[config.mk]
export PLATFORM = sky130hd
export DESIGN_NAME = axi_rd_arbiter_flat
export DESIGN_NICKNAME = d
export VERILOG_FILES = /design/src/rtl/axi_rd_arbiter_if.sv /design/src/rtl/axi_rd_arbiter.sv /design/src/flat_wrapper.sv
export SDC_FILE = /design/constraint.sdc
export NUM_CORES = 1
export LEC_CHECK = 0
export ABC_CLOCK_PERIOD_IN_PS = 1300
export CORE_MARGIN = 5
export CORE_UTILIZATION = 30
export CTS_CLUSTER_DIAMETER = 100
export CTS_CLUSTER_SIZE = 25
export DETAILED_ROUTE_END_ITERATION = 6
export PLACE_DENSITY = 0.78
export SETUP_SLACK_MARGIN = 0.02
export SYNTH_ARGS = -nofsm -noshare
export SYNTH_HDL_FRONTEND = slang
export SYNTH_SLANG_ARGS = --single-unit
export TNS_END_PERCENT = 100
[constraint.sdc]
create_clock -name clk -period 1.3 [get_ports clk]
set_input_delay 0.13 -clock clk [delete_from_list [all_inputs] [get_ports clk]]
set_output_delay 0.13 -clock clk [all_outputs]
set_load 0.005 [all_outputs]
[src/rtl/axi_rd_arbiter_if.sv]
// axi_rd_arbiter_if: two cache-side read request ports plus the shared AXI AR/R channel.
interface axi_rd_arbiter_if;
  logic [31:0] m0_araddr, m1_araddr;
  logic [7:0] m0_arlen, m1_arlen;
  logic m0_arvalid, m1_arvalid, m0_arready, m1_arready;
  logic [31:0] m0_rdata, m1_rdata;
  logic m0_rvalid, m1_rvalid, m0_rlast, m1_rlast, m0_rready, m1_rready;
  logic [3:0] arid;
  logic [31:0] araddr;
  logic [7:0] arlen;
  logic [2:0] arsize;
  logic [1:0] arburst;
  logic arvalid, arready;
  logic [3:0] rid;
  logic [31:0] rdata;
  logic [1:0] rresp;
  logic rlast, rvalid, rready;
  modport slave (
    input m0_araddr, m1_araddr, m0_arlen, m1_arlen, m0_arvalid, m1_arvalid, m0_rready, m1_rready,
    input arready, rid, rdata, rresp, rlast, rvalid,
    output m0_arready, m1_arready, m0_rdata, m1_rdata, m0_rvalid, m1_rvalid, m0_rlast, m1_rlast,
    output arid, araddr, arlen, arsize, arburst, arvalid, rready
  );
  modport master (
    output m0_araddr, m1_araddr, m0_arlen, m1_arlen, m0_arvalid, m1_arvalid, m0_rready, m1_rready,
    output arready, rid, rdata, rresp, rlast, rvalid,
    input m0_arready, m1_arready, m0_rdata, m1_rdata, m0_rvalid, m1_rvalid, m0_rlast, m1_rlast,
    input arid, araddr, arlen, arsize, arburst, arvalid, rready
  );
endinterface

[src/rtl/axi_rd_arbiter.sv]
// axi_rd_arbiter: shares one AXI4 read channel between i-cache (m0) and d-cache (m1), one burst at a time.
module axi_rd_arbiter #(
  parameter bit RR_EN = 1'b1,
  parameter logic [2:0] ARSIZE = 3'd2,
  parameter logic [1:0] ARBURST = 2'd1
) (
  input logic clk,
  input logic rst,
  axi_rd_arbiter_if.slave bus,
  output logic busy_o,
  output logic proto_err_o
);
  localparam logic [1:0] IDLE = 2'd0, ADDR = 2'd1, DATA = 2'd2;
  logic [1:0] state_q, state_d;
  logic grant_q, grant_d, last_q, last_d, err_q, err_d;
  logic [31:0] addr_q, addr_d;
  logic [7:0] len_q, len_d, cnt_q, cnt_d;
  logic start, pick, in_data, ar_hs, r_hs;
  assign in_data = state_q == DATA;
  assign ar_hs = state_q == ADDR && bus.arready;
  assign bus.rready = in_data && (grant_q ? bus.m1_rready : bus.m0_rready);
  assign r_hs = bus.rready && bus.rvalid;
  // last_q remembers the previous winner so a tie goes to the other master
  always_comb begin
    start = state_q == IDLE && (bus.m0_arvalid || bus.m1_arvalid);
    pick = (bus.m0_arvalid && bus.m1_arvalid) ? (RR_EN && !last_q) : bus.m1_arvalid;
    state_d = start ? ADDR : ar_hs ? DATA : (r_hs && bus.rlast) ? IDLE : state_q;
    grant_d = start ? pick : grant_q;
    last_d = start ? pick : last_q;
    addr_d = start ? (pick ? bus.m1_araddr : bus.m0_araddr) : addr_q;
    len_d = start ? (pick ? bus.m1_arlen : bus.m0_arlen) : len_q;
    cnt_d = start ? 8'd0 : r_hs ? cnt_q + 8'd1 : cnt_q;
    err_d = err_q | (r_hs && ((bus.rlast != (cnt_q == len_q)) || bus.rid != {3'b0, grant_q} || bus.rresp != 2'd0));
  end
  always_ff @(posedge clk) begin
    if (rst) begin
      state_q <= IDLE;
      grant_q <= 1'b0;
      last_q <= 1'b1;
      addr_q <= '0;
      len_q <= '0;
      cnt_q <= '0;
      err_q <= 1'b0;
    end else begin
      state_q <= state_d;
      grant_q <= grant_d;
      last_q <= last_d;
      addr_q <= addr_d;
      len_q <= len_d;
      cnt_q <= cnt_d;
      err_q <= err_d;
    end
  end
  assign bus.arvalid = state_q == ADDR;
  assign bus.arid = {3'b0, grant_q};
  assign bus.araddr = addr_q;
  assign bus.arlen = len_q;
  assign bus.arsize = ARSIZE;
  assign bus.arburst = ARBURST;
  assign bus.m0_arready = ar_hs && !grant_q;
  assign bus.m1_arready = ar_hs && grant_q;
  assign bus.m0_rdata = bus.rdata;
  assign bus.m1_rdata = bus.rdata;
  assign bus.m0_rvalid = in_data && !grant_q && bus.rvalid;
  assign bus.m1_rvalid = in_data && grant_q && bus.rvalid;
  assign bus.m0_rlast = in_data && !grant_q && bus.rlast;
  assign bus.m1_rlast = in_data && grant_q && bus.rlast;
  assign busy_o = state_q != IDLE;
  assign proto_err_o = err_q;
endmodule

[src/flat_wrapper.sv]
// flat-port wrapper written by rule: the top's interface ports become plain ports
module axi_rd_arbiter_flat 
#(
  parameter bit RR_EN = 1'b1,
  parameter logic [2:0] ARSIZE = 3'd2,
  parameter logic [1:0] ARBURST = 2'd1
)
  (clk, rst, busy_o, proto_err_o, bus_m0_araddr, bus_m1_araddr, bus_m0_arlen, bus_m1_arlen, bus_m0_arvalid, bus_m1_arvalid, bus_m0_rready, bus_m1_rready, bus_arready, bus_rid, bus_rdata, bus_rresp, bus_rlast, bus_rvalid, bus_m0_arready, bus_m1_arready, bus_m0_rdata, bus_m1_rdata, bus_m0_rvalid, bus_m1_rvalid, bus_m0_rlast, bus_m1_rlast, bus_arid, bus_araddr, bus_arlen, bus_arsize, bus_arburst, bus_arvalid, bus_rready);
  axi_rd_arbiter_if bus_i ();
  input logic clk;
  input logic rst;
  output logic busy_o;
  output logic proto_err_o;
  input wire logic [$bits(bus_i.m0_araddr)-1:0] bus_m0_araddr;
  input wire logic [$bits(bus_i.m1_araddr)-1:0] bus_m1_araddr;
  input wire logic [$bits(bus_i.m0_arlen)-1:0] bus_m0_arlen;
  input wire logic [$bits(bus_i.m1_arlen)-1:0] bus_m1_arlen;
  input wire logic [$bits(bus_i.m0_arvalid)-1:0] bus_m0_arvalid;
  input wire logic [$bits(bus_i.m1_arvalid)-1:0] bus_m1_arvalid;
  input wire logic [$bits(bus_i.m0_rready)-1:0] bus_m0_rready;
  input wire logic [$bits(bus_i.m1_rready)-1:0] bus_m1_rready;
  input wire logic [$bits(bus_i.arready)-1:0] bus_arready;
  input wire logic [$bits(bus_i.rid)-1:0] bus_rid;
  input wire logic [$bits(bus_i.rdata)-1:0] bus_rdata;
  input wire logic [$bits(bus_i.rresp)-1:0] bus_rresp;
  input wire logic [$bits(bus_i.rlast)-1:0] bus_rlast;
  input wire logic [$bits(bus_i.rvalid)-1:0] bus_rvalid;
  output wire logic [$bits(bus_i.m0_arready)-1:0] bus_m0_arready;
  output wire logic [$bits(bus_i.m1_arready)-1:0] bus_m1_arready;
  output wire logic [$bits(bus_i.m0_rdata)-1:0] bus_m0_rdata;
  output wire logic [$bits(bus_i.m1_rdata)-1:0] bus_m1_rdata;
  output wire logic [$bits(bus_i.m0_rvalid)-1:0] bus_m0_rvalid;
  output wire logic [$bits(bus_i.m1_rvalid)-1:0] bus_m1_rvalid;
  output wire logic [$bits(bus_i.m0_rlast)-1:0] bus_m0_rlast;
  output wire logic [$bits(bus_i.m1_rlast)-1:0] bus_m1_rlast;
  output wire logic [$bits(bus_i.arid)-1:0] bus_arid;
  output wire logic [$bits(bus_i.araddr)-1:0] bus_araddr;
  output wire logic [$bits(bus_i.arlen)-1:0] bus_arlen;
  output wire logic [$bits(bus_i.arsize)-1:0] bus_arsize;
  output wire logic [$bits(bus_i.arburst)-1:0] bus_arburst;
  output wire logic [$bits(bus_i.arvalid)-1:0] bus_arvalid;
  output wire logic [$bits(bus_i.rready)-1:0] bus_rready;
  assign bus_i.m0_araddr = bus_m0_araddr;
  assign bus_i.m1_araddr = bus_m1_araddr;
  assign bus_i.m0_arlen = bus_m0_arlen;
  assign bus_i.m1_arlen = bus_m1_arlen;
  assign bus_i.m0_arvalid = bus_m0_arvalid;
  assign bus_i.m1_arvalid = bus_m1_arvalid;
  assign bus_i.m0_rready = bus_m0_rready;
  assign bus_i.m1_rready = bus_m1_rready;
  assign bus_i.arready = bus_arready;
  assign bus_i.rid = bus_rid;
  assign bus_i.rdata = bus_rdata;
  assign bus_i.rresp = bus_rresp;
  assign bus_i.rlast = bus_rlast;
  assign bus_i.rvalid = bus_rvalid;
  assign bus_m0_arready = bus_i.m0_arready;
  assign bus_m1_arready = bus_i.m1_arready;
  assign bus_m0_rdata = bus_i.m0_rdata;
  assign bus_m1_rdata = bus_i.m1_rdata;
  assign bus_m0_rvalid = bus_i.m0_rvalid;
  assign bus_m1_rvalid = bus_i.m1_rvalid;
  assign bus_m0_rlast = bus_i.m0_rlast;
  assign bus_m1_rlast = bus_i.m1_rlast;
  assign bus_arid = bus_i.arid;
  assign bus_araddr = bus_i.araddr;
  assign bus_arlen = bus_i.arlen;
  assign bus_arsize = bus_i.arsize;
  assign bus_arburst = bus_i.arburst;
  assign bus_arvalid = bus_i.arvalid;
  assign bus_rready = bus_i.rready;
  axi_rd_arbiter #(.RR_EN(RR_EN), .ARSIZE(ARSIZE), .ARBURST(ARBURST)) u_core (.clk(clk), .rst(rst), .bus(bus_i), .busy_o(busy_o), .proto_err_o(proto_err_o));
endmodule
Word level (Yosys, flattened, before mapping)
Cells that the tools add are included.
{ "totals": {"reg_bits": 53, "output_inout_bits": 123, "wordCells": 48} }
{ "op_classes": {"n_bitwise": 1, "mux": 7, "n_reduce_logical": 26, "eq_ne": 5, "addsub": 1} }
{ "op_table": {"columns": ["op", "n"], "rows": [
  ["two-way mux 32 bit", 1],
  ["logical AND 1 bit", 15],
  ["adder 8 x 1 -> 8 bit, second input constant", 1],
  ["equality test 8 bit", 1],
  ["two-way mux 8 bit", 1],
  ["nonzero test 2 bit", 3],
  ["two-way mux 2 bit", 2],
  ["inequality test 4 x 1 -> 1 bit", 1],
  ["logical OR 1 bit", 3],
  ["two-way mux 1 bit", 3],
  ["nonzero test 3 bit", 1],
  ["equality test 2 x 1 -> 1 bit, second input constant", 1],
  ["equality test 2 bit, second input constant", 1],
  ["zero test 1 bit", 2],
  ["zero test 2 bit", 1],
  ["OR reduction 2 bit", 1],
  ["inequality test 1 bit", 1],
  ["bitwise OR 1 bit", 1]
]} }

Longest topological paths before layout
Gate-level depths: netlist of run 1.
{ "logic_depth": {"ltp_word": 7, "mapped_depth": 6} }

Least setup slack after synthesis of run 1
No wires, ideal clock.
{ "synth_timing": {"kind": "flip-flop to flip-flop", "startpoint": "reg u_core.grant_q", "endpoint": "reg u_core.cnt_q[4]", "t_required_ns": 1.228, "setup_time_ns": 0.072, "arrival_ns": 1.249, "path_slack_ns": -0.022, "path_stages_with_launch": 6, "path_cell_list": "dfxtp_1 buf_6 mux2i_4 nand4bb_4 or3_1 a21oi_1"} }
{ "synth_via": {"elab_chain_len": 3} }
{ "synth_lines": {"columns": ["item", "line_no", "rtl"], "rows": [
  ["start, declared", "axi_rd_arbiter.sv:15", "logic grant_q, grant_d, last_q, last_d, err_q, err_d;"],
  ["start signal, assigned", "axi_rd_arbiter.sv:46", "grant_q <= grant_d;"],
  ["two-way mux 1 bit", "axi_rd_arbiter.sv:21", "assign bus.rready = in_data && (grant_q ? bus.m1_rready : bus.m0_rready);"],
  ["logical AND 1 bit", "axi_rd_arbiter.sv:21", null],
  ["logical AND 1 bit", "axi_rd_arbiter.sv:22", "assign r_hs = bus.rready && bus.rvalid;"],
  ["end signal, assigned", "axi_rd_arbiter.sv:50", "cnt_q <= cnt_d;"],
  ["end, declared", "axi_rd_arbiter.sv:17", "logic [7:0] len_q, len_d, cnt_q, cnt_d;"]
]} }
No other way between the ends.
A chain may end at the register's enable or synchronous reset.

Worst setup path in the final report of run 1
Ends and elaborated chain as after synthesis.

==> metrics.md, run 1 <==
| Metric | Value |
|---|---|
| Synth warnings | 0 |
| Clock transition at path regs | 0.10 ns |
| RSZ-0062 raised after global routing | yes |
| Worst Min Path Start | rst |
| Overall fraction of global-route tracks in use | between 10% and 20% |
| Clk root buf | clkbuf_8 |
| Fin. Hold Viols | 0 |
| Utilization after layout | 55.3% |
| Seq/Total Area, Yosys | 34.2% |
| Placed Cells incl. Taps | 566 |
| Minimum clock period | about 1.5 ns |
| WP data arrival | between 1.5 and 2 ns |
| Worst skew pair latency | 0.30 ns |
| Vias in the first global route | 3392 |
| Leading cell types in the layout, fill and taps excluded | 95 x clkdlybuf4s50_1, 39 x mux2i_1, 39 x a211oi_2, 39 x buf_4, 37 x dlygate4sd2_1 |
| Worst r2r src | u_core.grant_q$_SDFFE_PP0P_ |
| Hold Crit Class | input pin to flop |
| Setup ws final | -0.215 ns |
| Die Ht | 112 um |
| Distinct cell type count after synthesis | 36 |
| Syn Area/Cell | 8.94 um2 |
| Period utilisation layout | 117% |
| Layout Cells excl Fill | 621 |
| Clock Skew | approximately 0.0075 ns |
| HPWL Detailed | ~6700 um |
| Max cap viols | 0 |
| Total gr overflow | 0 |
| Antenna diode instance count | 0 |
| First-pass GRT wire length | roughly 18000 um |
| Routed len/inst | 17.8 um |
| Port buffer count | 145 |
| Kind of critical path | flop to flop |
| Final instance area | 5630 um2 |
| VDD IR max | 484 uV |
| Antenna-violating nets left | 0 |
| Placed Area | 4350 um2 |
| FF+latch count, synth | between 50 and 60 |
| Io pins | 250 |
| Final WL | 11000 um |
| Placement Rows | 37 |
| Hold depth | 3 |
| Netlist Area Pre-Place | approximately 3100 um2 |
| Critical Path End Type | flop |
| Pwr/cell area | 976 nW/um2 |
| Initial DRT Pass Iterations | 4 |
| End of the worst register-to-register path | u_core.cnt_q[4]$_SDFFE_PP0P_ |
| Setup violators final | 60 |
| Reg2Reg Setup Slack | -0.22 ns |
| Core ar. | 10200 um2 |
| CTS tree | done |
| WHS Endpoint | u_core.last_q$_SDFFE_PP1P_ |
| Most common cell after layout, fill and taps aside | clkdlybuf4s50_1 |
| Critical Path Start Type | flop |
| Violated checks | negative setup slack |
| Reg2reg path depth | 6 |
| Placer Congestion | between 0.7 and 0.8 |
| Slew Viols, Final | 0 |
| Fmax | 660 MHz |
| Num CTS Buffers | 5 |
| Mapped Cells | about 350 |
| Initial Util | 30.5% |
| Leak pwr | 2.36 nW |
| Via-per-instance ratio | 4.81 |
| H-tree lvl count | 2 |
| Layout cells sized above 1 | 47.2% |
| Run status | finished with violations |
| Maximum root-to-sink buffer count | 2 |
| Worst endpoint required time | 1.54 ns |
| Initial antenna violation count | 0 |
| Nets | 612 |
| Largest net degree at the start of global routing | 25 |
| DR vias | 2988 |
| Clk sinks | 53 |
| Drt drc | 0 |
| First-iteration detailed-routing DRC count | 60 |
| Die ar. | 12500 um2 |
| Crit Path Max Fanout | 6 |
| Die X | 112 um |
| Layout area overhead | 81.5% |
## layout make-up
class,instances,area [um2]
clock buffers,5,68.8
flip-flops and latches,53,1120
well taps,136,170
clock inverters,3,65.1
fillers,882,4560
repair buffers,216,2250
multi-input cells,204,1940
inverters,4,15.0
## stage by stage
| stage | hold slack, ns | power, mW | setup slack (ns) | TNS [ns] |
|---|---|---|---|---|
| after global routing | 0.204 | 5.76 | -0.269 | -9.97 |
| after CTS | 0.160 | 5.64 | -0.240 | -6.48 |
| after detailed placement | 0.260 | 3.34 | -0.341 | -15.06 |
| final | 0.200 | 5.50 | -0.215 | -6.02 |
| after global placement | 0.260 | 3.30 | -0.287 | -12.18 |
| after floorplan | 0.310 | 2.66 | -0.0216 | -0.0431 |
## cells in the mapped netlist
cell type	instances	area share, %
a211oi_1	40	9.7
clkbuf_1	6	0.73
inv_2	1	0.12
ha_1	1	0.40
o21ai_1	1	0.16
a21boi_0	1	0.24
nand3b_1	1	0.24
buf_6	1	0.36
nor2_2	1	0.20
nor3b_1	3	0.73
nor2_4	1	0.36
nor3_1	2	0.32
dfxtp_1	53	34
nand3b_4	1	0.65
or3_1	2	0.40
and3_1	1	0.20
nand4_1	1	0.20
conb_1	2	0.24
buf_4	77	19
buf_2	9	1.5
nand3_1	3	0.48
nor2b_1	1	0.20
xor2_1	8	2.3
nor4_1	4	0.81
mux2i_1	40	13
a21oi_1	7	1.1
xnor2_1	6	1.7
inv_1	3	0.36
nand2_1	4	0.48
o21ai_0	6	0.97
a21bo_2	1	0.32
a311oi_1	1	0.28
nor2_1	55	6.7
a2111oi_0	1	0.28
mux2i_4	1	0.73
nand4bb_4	1	0.89
## cells by family (layout without fill, tap and decap cells)
| kind of cell | after synthesis | count (layout) | share of synthesized area [%] |
|---|---|---|---|
| compound gates | 58 | 59 | 13.1 |
| xor+xnor | 14 | 14 | 3.95 |
| fa+ha+maj | 1 | 1 | 0.403 |
| buf+inv | 97 | 228 | 21.7 |
| flops | 53 | 53 | 34.2 |
| mux | 41 | 41 | 13.6 |
| other cells | 2 | 8 | 0.242 |
| simple gates | 81 | 81 | 12.8 |
## where the power goes
part	leakage, nW	internal [mW]	switching (mW)
clock network	0.0681	0.765	0.559
logic	1.84	1.30	0.925
registers	0.451	1.81	0.136
## worst max path at each step
| stage | startpoint | slack (ns) | cells after the start | to |
|---|---|---|---|---|
| 2_1_floorplan | u_core.grant_q$_SDFFE_PP0P_ | -0.02 | 5 | u_core.cnt_q[4]$_SDFFE_PP0P_ |
| 3_3_place_gp | bus_m1_rready | -0.29 | 6 | u_core.cnt_q[4]$_SDFFE_PP0P_ |
| 3_5_place_dp | bus_m1_rready | -0.34 | 6 | u_core.cnt_q[4]$_SDFFE_PP0P_ |
| 4_1_cts | u_core.grant_q$_SDFFE_PP0P_ | -0.24 | 6 | u_core.cnt_q[4]$_SDFFE_PP0P_ |
| 5_1_grt | u_core.grant_q$_SDFFE_PP0P_ | -0.27 | 6 | u_core.cnt_q[4]$_SDFFE_PP0P_ |
| 6_report | u_core.grant_q$_SDFFE_PP0P_ | -0.22 | 6 | u_core.cnt_q[4]$_SDFFE_PP0P_ |
## registers in the layout (all words and copies together) (netlist names)
| register | cells |
|---|---|
| u_core.bus.araddr | 32 |
| u_core.cnt_q | 8 |
| u_core.proto_err_o | 1 |
| u_core.grant_q | 1 |
| u_core.bus.arlen | 8 |
| u_core.last_q | 1 |
| u_core.state_q | 2 |
## timing repair
item,4_1_cts,5_1_grt
endpoints found under the setup margin,101,67
pin swaps,58,16
resized for setup,250,33
setup buffers,40,4
hold buffers,0,0
cloned,14,0
## critical path: stages, from the launching register on
cell and delay, ns:
dfxtp_4 0.36, buf_6 0.11, mux2i_4 0.19, buf_12 0.14, nand4bb_4 0.19, or3_4 0.34
a21oi_2 0.11
## routing by layer
| metal | vias to the layer above | track usage, % | part of all wire [%] |
|---|---|---|---|
| met5 | - | 0 | 0 |
| met3 | 35 | 5.00 | 6.8 |
| met1 | 1421 | 17.6 | 36 |
| met2 | 136 | 33.3 | 54 |
| met4 | 0 | 6.16 | 3.1 |
| li1 | 1396 | - | - |
No activity file was read; power rests on OpenSTA's default activity.
==> run 2, diff against run 1 <==
CORE_MARGIN = 4   (was 5)
CTS_CLUSTER_SIZE = 8   (was 25)
==> metrics.md, run 2 (synthesis results as in run 1) <==
| Metric | Value |
|---|---|
| Core ar. | 9910 um2 (-2.7%) |
| Overall fraction of global-route tracks in use | 16.9% (-0.43 points) |
| RSZ-0062 raised after global routing | yes |
| Clock transition at path regs | 0.10 ns (about the same) |
| Die Ht | 110 um (-1.8%) |
| DP Worst Slack | -0.360 ns (-0.0191 ns) |
| Layout Cells excl Fill | 618 (-0.48%) |
| Final instance area | 5500 um2 (-2.2%) |
| H-tree lvl count | 2 (unchanged) |
| Max cap viols | 0 (unchanged) |
| Maximum root-to-sink buffer count | 2 (unchanged) |
| HPWL Detailed | 6590 um (-1.0%) |
| Clk root buf | clkbuf_8 |
| # hold bufs at CTS | 0 (unchanged) |
| Pwr/cell area | 904 nW/um2 (-7.4%) |
| Routed length on met3 | 882 um (+17%) |
| Fin. Hold Viols | 0 (unchanged) |
| Placed Area | 4380 um2 (+0.83%) |
| Vias in the first global route | 3267 (-3.7%) |
| DR vias | 2968 (-0.67%) |
| Worst endpoint required time | 1.52 ns (-0.02 ns) |
| Largest register FFs | 32 (unchanged) |
| Critical Path Start Type | flop |
| VDD IR max | 472 uV (-2.4%) |
| First-pass GRT wire length | 15800 um (-9.9%) |
| Routed len/inst | 17.1 um (-3.9%) |
| Violated checks | negative setup slack |
| Placed Cells incl. Taps | 570 (+0.71%) |
| Via-per-instance ratio | 4.80 (-0.19%) |
| Top delay family on crit path | buffers and inverters |
| Num CTS Buffers | 5 (unchanged) |
| Worst path slowest cell | dfxtp_2 |
| Setup violators final | 56 (-6.7%) |
| Run status | finished with violations |
| Placement Rows | 36 (-2.7%) |
| Drt drc | 0 (unchanged) |
| Antenna diode instance count | 0 (unchanged) |
| Io pins | 250 (unchanged) |
| Initial DRT Pass Iterations | 5 (+1) |
| Hold Crit Class | input pin to flop |
| Total power draw | 4.98 mW (-9.5%) |
| Slew Viols, Final | 0 (unchanged) |
| Total gr overflow | 0 (unchanged) |
| Utilization after layout | 55.5% (+0.26 points) |
| Most common cell after layout, fill and taps aside | clkdlybuf4s50_1 |
| Worst-path cell chain | buf_6 > nor2_4 > inv_2 > nor2_4 > buf_12 > buf_6 > bufbuf_16 > a211oi_1 |
| Die X | 110 um (-1.8%) |
| Placer Congestion | 0.715 (-5.1%) |
| DRT met1 WL | 3760 um (-4.8%) |
| Nets | 613 (+0.16%) |
| Clk sinks | 53 (unchanged) |
| Period utilisation layout | 112% (-4.4 points) |
| CP max stage delay | 0.37 ns (about the same) |
| Worst skew pair latency | 0.30 ns (about the same) |
| Antenna-violating nets left | 0 (unchanged) |
| Crit Path Max Fanout | 7 (+1) |
| Setup ws final | -0.158 ns (+0.0572 ns) |
| Setup_tns | -5.01 ns (+1.02 ns) |
| Critical Path End Type | flop |
| Largest net degree at the start of global routing | 23 (-8.0%) |
| WP data arrival | 1.68 ns (-0.08 ns) |
| Initial antenna violation count | 0 (unchanged) |
| DR top layer | met4 |
| WP buf/inv | 5 (+3) |
| Hold WS | 0.171 ns (-0.0291 ns) |
| Met2 WL post-DR | 5700 um (-4.9%) |
| Final WL | 10600 um (-4.3%) |
| Minimum clock period | 1.46 ns (-0.0572 ns) |
| First-iteration detailed-routing DRC count | 104 (+73%) |
| Fmax | 686 MHz (+3.9%) |
| Port buffer count | 145 (unchanged) |
| Leading cell types in the layout, fill and taps excluded | 93 x clkdlybuf4s50_1, 40 x buf_4, 39 x mux2i_1 |
| Initial Util | 31.3% (+0.85 points) |
| Leak pwr | 2.39 nW (+1.6%) |
| Layout filler cell count | 856 (-2.9%) |
| CTS tree | done |
| Clock Skew | 0.00959 ns (+0.00212 ns) |
| Layout area overhead | 77.4% |
| Layout cells sized above 1 | 39.8% (-7.4 points) |
| Kind of critical path | flop to flop |
| Die ar. | 12000 um2 (-3.5%) |
[run 2: cell types whose count changed in the layout (fill, tap and decap cells not counted), moves of 4 or more]
| cell | before | now |
|---|---|---|
| a211oi_1 | 1 | 8 |
| a211oi_2 | 39 | 32 |
| buf_12 | 10 | 6 |
| dfxtp_1 | 15 | 26 |
| dfxtp_2 | 34 | 23 |
| nor2_1 | 18 | 36 |
| nor2_2 | 13 | 9 |
| nor2_4 | 26 | 12 |
[run 2: final timing paths]
kind / start / to / slack [ns] / cells past startpoint
min: rst / u_core.last_q$_SDFFE_PP1P_ / 0.17 / 3
max: u_core.state_q[0]$_SDFFE_PP0P_ / u_core.bus.araddr[14]$_SDFFE_PP0P_ / -0.16 / 8
max reg2reg: u_core.state_q[0]$_SDFFE_PP0P_ / u_core.bus.araddr[14]$_SDFFE_PP0P_ / -0.16 / 8
min reg2reg: u_core.bus.araddr[4]$_SDFFE_PP0P_ / u_core.bus.araddr[4]$_SDFFE_PP0P_ / 0.50 / 2
[run 2: cell type report]
cell class	instances	area [um2]	share of cell area (%)
repair buffers	218	2280	41.5
multi-input cells	203	1850	33.6
flip-flops and latches	53	1100	20.1
well taps	133	166	3.02
clock buffers	7	86.3	1.57
inverters	4	15.0	0.273
[run 2: what timing repair did]
item,CTS,global route
setup endpoints to repair,102,64
gates cloned,10,0
resized for setup,200,24
buffers inserted,28,5
pin swaps,38,14
[run 2: per-layer routing]
layer | vias up | track usage [%]
met3 | 33 | 4.23
met1 | 1395 | 16.9
li1 | 1395 | -
met5 | - | 0
met4 | 0 | 6.50
met2 | 145 | 33.0
[run 2: worst register-to-register path, delay by kind of cell, from the launching register on]
kind                   cells  cell delay [ns]
buffers and inverters      5             0.75
DFF                        1             0.37
AOI/OAI and AO/OA          1             0.18
and+or+nand+nor            2             0.08
[run 2: power by group]
group | switching (mW) | internal, mW | leakage [nW]
sequential | 0.114 | 1.80 | 0.448
combinational | 0.839 | 1.27 | 1.90
clock | 0.530 | 0.425 | 0.0443
total | 1.48 | 3.49 | 2.39
==> run 3, diff against run 2 <==
REMOVE_ABC_BUFFERS = 1   (was default)
TNS_END_PERCENT = 5   (was 100)
==> metrics.md, run 3 (synthesis results as in run 1) <==
| Metric | Value |
|---|---|
| Nets | 574 (-6.4%) |
| H-tree lvl count | 2 (unchanged) |
| Kind of critical path | flop to flop |
| Hold depth | 3 (unchanged) |
| Fmax | 653 MHz (-4.7%) |
| Die Ht | 110 um (unchanged) |
| CTS tree | done |
| Met1 Track Usage GR | 19.1% (+2.2 points) |
| Placement Rows | 36 (unchanged) |
| Clk sinks | 53 (unchanged) |
| Final WL | 11000 um (+4.3%) |
| Utilization after layout | 46.5% (-9.0 points) |
| Initial Util | 31.3% (unchanged) |
| Worst endpoint required time | 1.54 ns (+0.02 ns) |
| Met2 Use GR | 24.7% (-8.3 points) |
| Clk root buf | clkbuf_8 |
| Placed Area | 4370 um2 (-0.23%) |
| Crit Path Max Fanout | 7 (unchanged) |
| Layout filler cell count | 939 (+9.7%) |
| Setup violators final | 15 (-73%) |
| Run status | finished with violations |
| HPWL Detailed | 8990 um (+36%) |
| Met3 Use GR | 15.9% (+12 points) |
| Setup_tns | -1.45 ns (+3.56 ns) |
| Reg2Reg Setup Slack | -0.23 ns (-0.07 ns) |
| Leak pwr | 1.97 nW (-18%) |
| First-pass GRT wire length | 15600 um (-1.4%) |
| Initial DRT Pass Iterations | 6 (+1) |
| Layout cells sized above 1 | 21.9% (-18 points) |
| DR vias | 2781 (-6.3%) |
| Routed len/inst | 19.0 um (+11%) |
| Die X | 110 um (unchanged) |
| Placed Cells incl. Taps | 567 (-0.53%) |
| # hold bufs at CTS | 0 (unchanged) |
| Antenna-violating nets left | 0 (unchanged) |
| Worst r2r src | u_core.grant_q$_SDFFE_PP0P_ |
| Die ar. | 12000 um2 (unchanged) |
| Antenna diode instance count | 0 (unchanged) |
| Violated checks | negative setup slack |
| Minimum clock period | 1.53 ns (+0.0721 ns) |
| Logic pwr share | 31.2% (-11 points) |
| Largest register FFs | 32 (unchanged) |
| Via-per-instance ratio | 4.79 (-0.16%) |
| WP data arrival | 1.77 ns (+0.09 ns) |
| Switching Fraction | 27.2% (-2.6 points) |
| Max cap viols | 0 (unchanged) |
| Hold Crit Class | input pin to flop |
| Final instance area | 4610 um2 (-16%) |
| Reg2reg path depth | 6 (-2) |
| Largest net degree at the start of global routing | 53 (+130%) |
| VDD IR max | 631 uV (+34%) |
| Most Crowded Layer GR | met2 |
| Initial antenna violation count | 0 (unchanged) |
| End of the worst register-to-register path | u_core.cnt_q[4]$_SDFFE_PP0P_ |
| Flop pwr share | 42.7% (+4.2 points) |
| Critical Path End Type | flop |
| Clock power share | 26.0% (+6.8 points) |
| First-iteration detailed-routing DRC count | 77 (-26%) |
| Worst skew pair latency | 0.30 ns (about the same) |
| Clock Skew | 0.00932 ns (-0.000271 ns) |
| Clock transition at path regs | 0.10 ns (about the same) |
| Pwr/cell area | 963 nW/um2 (+6.6%) |
| Total gr overflow | 0 (unchanged) |
| DP Worst Slack | -0.359 ns (+0.000439 ns) |
| RSZ-0062 raised after global routing | yes |
| Overall fraction of global-route tracks in use | 17.5% (+0.60 points) |
| Period utilisation layout | 118% (+5.5 points) |
| Total power draw | 4.44 mW (-11%) |
| Critical Path Start Type | flop |
| WHS Endpoint | u_core.last_q$_SDFFE_PP1P_ |
| Placer Congestion | 0.870 (+22%) |
| Num CTS Buffers | 5 (unchanged) |
| Leading cell types in the layout, fill and taps excluded | 92 x clkdlybuf4s50_1, 54 x nor2_1, 42 x dlygate4sd2_1 |
| Layout Cells excl Fill | 580 (-6.1%) |
| Drt drc | 0 (unchanged) |
| Worst Min Path Start | rst |
| Slew Viols, Final | 0 (unchanged) |
| Setup ws final | -0.230 ns (-0.0721 ns) |
| Core ar. | 9910 um2 (unchanged) |
| Internal Power | 3.23 mW (-7.4%) |
| Hold WS | 0.183 ns (+0.0121 ns) |
| Vias in the first global route | 2837 (-13%) |
| Psw | 1.21 mW (-18%) |
| Maximum root-to-sink buffer count | 2 (unchanged) |
| Most common cell after layout, fill and taps aside | clkdlybuf4s50_1 |
| Fin. Hold Viols | 0 (unchanged) |
| Layout area overhead | 48.7% |
| Io pins | 250 (unchanged) |
| Port buffer count | 145 (unchanged) |
==> run 3: repair_timing <==
action                                 CTS  global route
setup endpoints to repair              101            59
endpoints found under the hold margin    0             0
pin swaps                               31            12
setup buffers                            5             0
resized for setup                      105            18
==> run 3: area by class of cell <==
| cell class | count | area (um2) | area share, % |
|---|---|---|---|
| clock buffers | 7 | 86.3 | 1.87 |
| clock inverters | 1 | 30.0 | 0.651 |
| inverters | 4 | 17.5 | 0.380 |
| multi-input cells | 203 | 1520 | 33.0 |
| flip-flops and latches | 53 | 1090 | 23.7 |
| well taps | 133 | 166 | 3.61 |
| repair buffers | 179 | 1700 | 36.9 |
==> run 3: how the worst max path moves through the flow <==
stage,endpoint,slack (ns),depth (start not counted),start
floorplan,u_core.bus.araddr[0]$_SDFFE_PP0P_,-3.89,3,u_core.last_q$_SDFFE_PP1P_
global placement,u_core.cnt_q[5]$_SDFFE_PP0P_,-0.30,6,bus_m1_rready
detailed placement,u_core.cnt_q[4]$_SDFFE_PP0P_,-0.36,6,bus_m1_rready
CTS,u_core.cnt_q[4]$_SDFFE_PP0P_,-0.23,6,u_core.grant_q$_SDFFE_PP0P_
global route,u_core.cnt_q[4]$_SDFFE_PP0P_,-0.26,6,u_core.grant_q$_SDFFE_PP0P_
finish,u_core.cnt_q[4]$_SDFFE_PP0P_,-0.23,6,u_core.grant_q$_SDFFE_PP0P_
==> run 3: worst max-delay path: stages, from the launching register on <==
cell	delay [ns]
dfxtp_4	0.35
buf_6	0.12
mux2i_4	0.19
buf_12	0.14
nand4bb_4	0.20
or3_4	0.35
a21oi_2	0.13
==> run 3: power by group through the flow <==
stage               registers [mW]  clock network, mW  logic [mW]
floorplan                     1.94                  0       0.518
global placement              1.92                  0        1.41
detailed placement            1.93                  0        1.43
CTS                           1.90               1.22        1.36
global route                  1.92               1.27        1.52
finish                        1.90               1.16        1.39
==> run 3: metal layers <==
layer,share of wire [%],up-vias
li1,-,1309
met1,38,1260
met2,41,200
met3,19,10
met4,0.84,2
met5,0.52,-
